### src/rtl/sum_accumulator.sv
// Batches {carryout,sum} samples from the 4-bit adder into a wider total.
// Holds each finished total with a sticky overflow flag until it is taken.
module sum_accumulator #(
  parameter int IN_W  = 4,
  parameter int ACC_W = 8,
  parameter int COUNT = 4,
  localparam int CW   = $clog2(COUNT + 1)
) (
  input  logic             clk,
  input  logic             rst,
  input  logic             clr,
  input  logic             in_valid,
  output logic             in_ready,
  input  logic [IN_W-1:0]  sum,
  input  logic             carryout,
  output logic             out_valid,
  input  logic             out_ready,
  output logic [ACC_W-1:0] acc_out,
  output logic             overflow,
  output logic [CW-1:0]    cnt
);

  typedef enum logic {ACC, DONE} state_t;

  state_t           state, state_nxt;
  logic [ACC_W-1:0] acc_nxt;
  logic             ovf_nxt;
  logic [CW-1:0]    cnt_nxt;
  logic [ACC_W:0]   add;

  // Extra top bit of the add is the wrap indicator for the sticky flag.
  assign add = {1'b0, acc_out}
             + {{(ACC_W - IN_W){1'b0}}, carryout, sum};

  assign in_ready  = (state == ACC);
  assign out_valid = (state == DONE);

  always_comb begin
    state_nxt = state;
    acc_nxt   = acc_out;
    ovf_nxt   = overflow;
    cnt_nxt   = cnt;
    if (clr) begin
      state_nxt = ACC;
      acc_nxt   = '0;
      ovf_nxt   = 1'b0;
      cnt_nxt   = '0;
    end else begin
      unique case (state)
        ACC: begin
          if (in_valid) begin
            acc_nxt = add[ACC_W-1:0];
            ovf_nxt = overflow | add[ACC_W];
            cnt_nxt = cnt + CW'(1);
            if (cnt == CW'(COUNT - 1))
              state_nxt = DONE;
          end
        end
        DONE: begin
          if (out_ready) begin
            state_nxt = ACC;
            acc_nxt   = '0;
            ovf_nxt   = 1'b0;
            cnt_nxt   = '0;
          end
        end
        default: state_nxt = ACC;
      endcase
    end
  end

  always_ff @(posedge clk or posedge rst) begin
    if (rst) begin
      state    <= ACC;
      acc_out  <= '0;
      overflow <= 1'b0;
      cnt      <= '0;
    end else begin
      state    <= state_nxt;
      acc_out  <= acc_nxt;
      overflow <= ovf_nxt;
      cnt      <= cnt_nxt;
    end
  end

endmodule

### config.mk
export PLATFORM = sky130hd
export DESIGN_NAME = sum_accumulator
export DESIGN_NICKNAME = d
export VERILOG_FILES = /design/src/rtl/sum_accumulator.sv
export SDC_FILE = /design/constraint.sdc
export NUM_CORES = 1
export LEC_CHECK = 0
export CAP_MARGIN = 5
export CORE_MARGIN = 4
export CORE_UTILIZATION = 49
export DETAILED_ROUTE_END_ITERATION = 8
export PLACE_DENSITY = 0.8
export SYNTH_ARGS = -nofsm -noshare
export SYNTH_HDL_FRONTEND = slang
export SYNTH_SLANG_ARGS = --single-unit
### constraint.sdc
create_clock -name clk -period 5.5 [get_ports clk]
set_input_delay 0.55 -clock clk [delete_from_list [all_inputs] [get_ports clk]]
set_output_delay 0.55 -clock clk [all_outputs]
set_load 0.03 [all_outputs]
==> impl_metrics.ini <==
[synthesis]
syn_nets = 97
synthTopCellsByArea = dfrtp_1 (41%), ha_1 (11%), a22o_1 (4.4%)
syn_area_um2 = 797
syn_area_per_cell_um2 = 10.1
synth-simple-area-share = 0.165
synth_fa_ha_area_frac = 0.135
yosys_warnings = 0
synth_xor_xnor_area_share = 0.0330
synth_compound_area_frac = 0.228
yosys.area.top_type = dfrtp_1
ys_seq_area_frac = 0.408
synth_top_family_by_area = compound AO/OA/AOI/OAI gates
ys_types = 31
synth_top_area_share = 0.408
synth_mux_area_frac = 0.0126
ys_ff_latch = 13
netlist_instances = 79

[floorplan]
ioPinCount = 24
row_count = 14
start_util = 0.523
die_w_um = 48.3
die_area_um2 = 2340
core-area_um2 = 1520
dieHeight_um = 48.3

[setup_path]
critPathLaunchType = input pin
cp-end-kind = register
worstSetupPathType = in -> reg
cp_max_fo = 4
worst_ep_arrival_time_ns = 2.48
required_ns = 5.71

[sta]
period_share = 0.412
fmax_ghz = 0.442
min_period_ns = 2.26
fin_hold_ws_ns = 0.532
setup-tns-final_ns = 0
skew_ns = 0.000723
worst_slack_ns = 3.24
setup_viol = 0
tightest_slew_ns = 0.516
rsz0062_at_grt = no
hold_viol_final = 0
maxSlewHeadroom = 0.656
drv_slew = 0

[routing]
top_layer = met4
drt-total-wl_mm = 1.83
viasPerCell = 5.89
firstDrtPassIters = 4
dr_wl_met2_um = 913
wl_per_cell_um = 15.0
vias = 718
drtIter0Drc = 3
route.met3.wl_um = 80
wl_met1_um = 821
drcViolationCount = 0
drtAntennaViolNets = 0

[placed_design]
gp_congestion = 0.777
dpl.hpwl_mm = 1.45
post-place-ws_ns = 2.95
io_buffers = 23

[global_route]
grt_max_degree = 14
antenna_found_initial = 0
grt_pass1_wl_mm = 3.21
grt_pass1_vias = 758
grtUsageTotal = 0.169
grt_overflow = 0

[final_layout]
utilization = 0.704
drive_above_1_share = 0.0472
area_delta_synth_final_pct = 34.7
nets = 125
antenna_cells = 0

[worst_hold_path]
hold_class = reg -> reg

[clock_tree]
cts_root_buffer = clkbuf_4
clock-sinks = 13
clk_pin_slew_worst_paths_ns = 0.08
numCtsBuffers = 3
clock_path_buffers = 2
cts-htree-levels = 1
cts_hold_buf = 0
tritoncts = built
cts_setup_buffers = 0
ctsResizeCount = 0
clkLatencyLatePin_ns = 0.27

[job]
maxCapViolCount = 0

[status]
status = completed

[power]
p_per_area_nw_per_um2 = 241
peakVddDrop_uv = 149
p_leak_uw = 0.000493
==> metal layers <==
layer  up-vias  global-route usage
met4         0              0.0553
met1       351               0.198
met5         -                   0
li1        348                   -
met3         2              0.0399
met2        17               0.296
==> worst paths after layout <==
| path | slack (ns) | cells after the start | from | end |
|---|---|---|---|---|
| setup / recovery | 3.24 | 7 | sum[0] | acc_out[6] |
| hold / removal | 0.53 | 2 | acc_out[2] | acc_out[2] |
| setup reg to reg | 3.52 | 6 | acc_out[0] | acc_out[6] |
| hold reg to reg | 0.53 | 2 | acc_out[2] | acc_out[2] |
| max in group asynchronous | 4.54 | 2 | rst | cnt[1] |
| min in group asynchronous | 0.61 | 2 | rst | cnt[0] |
==> per-stage QoR <==
stage / cell area (um2) / total power [uW] / std cells
floorplan: 797 / 167 / 79
global placement: 1050 / 199 / 118
detailed placement: 1050 / 202 / 118
CTS: 1070 / 261 / 122
global route: 1070 / 279 / 122
finish: 1070 / 259 / 122
==> report_power, final <==
part	total, uW	internal (uW)	switching [uW]
combinational	88.3	39.6	48.8
clock	59.5	28.1	31.4
sequential	111	103	8.23
==> cell usage after synthesis, drive strengths merged <==
library cell / count
a21oi: 4
nor2b: 2
o21a: 1
a22o: 4
a41oi: 1
ha: 7
and4: 2
nor4: 1
xnor2: 1
or2b: 1
fa: 1
mux2i: 1
inv: 4
a21o: 4
dfrtp: 13
a211oi: 3
nand3: 2
nand2: 5
or4: 1
o31ai: 1
a31oi: 1
xor2: 2
o21ai: 5
a2111o: 1
nor2: 7
nand2b: 2
o22ai: 1
nor3: 1
==> cell type report <==
type | instances | area, um2
Tap cell | 16 | 20.0
Timing Repair Buffer | 23 | 230
Inverter | 4 | 15.0
Sequential cell | 13 | 325
Clock buffer | 4 | 26.3
Fill cell | 132 | 450
Multi-Input combinational cell | 62 | 457
==> flip-flops by register name, summed over array words and instances, names as in the netlist <==
signal and flops:
cnt 3, overflow 1, out_valid 1, acc_out 8
==> critical path, stage by stage <==
cell	delay [ns]
clkdlybuf4s50_1	0.40
ha_1	0.24
fa_1	0.41
a21o_1	0.17
a21o_1	0.21
a2111o_1	0.41
nand3_1	0.08
==> kinds of logic after synthesis <==
family                   count (synthesis)
flip-flops                              13
AO/OA/AOI/OAI                           26
adder cells (fa/ha/maj)                  8
XOR/XNOR                                 3
buffers and inverters                    4
multiplexers                             1
AND/OR/NAND/NOR                         24
==> layout by cell type (no fill, tap or decap), types with 2 or more instances in the layout <==
| cell | synthesis | layout |
|---|---|---|
| a21o_1 | 3 | 3 |
| a21oi_1 | 4 | 4 |
| clkdlybuf4s50_1 | 0 | 23 |
| o21ai_0 | 4 | 4 |
| xor2_1 | 2 | 2 |
| inv_1 | 4 | 4 |
| nand3_1 | 2 | 2 |
| nand2_1 | 5 | 5 |
| ha_1 | 7 | 7 |
| a22o_1 | 4 | 4 |
| and4_1 | 2 | 2 |
| clkbuf_4 | 0 | 3 |
| nand2b_1 | 2 | 2 |
| nor2_1 | 7 | 7 |
| a211oi_1 | 3 | 3 |
| dfrtp_1 | 13 | 13 |
Power figures use the tool's default switching activity.
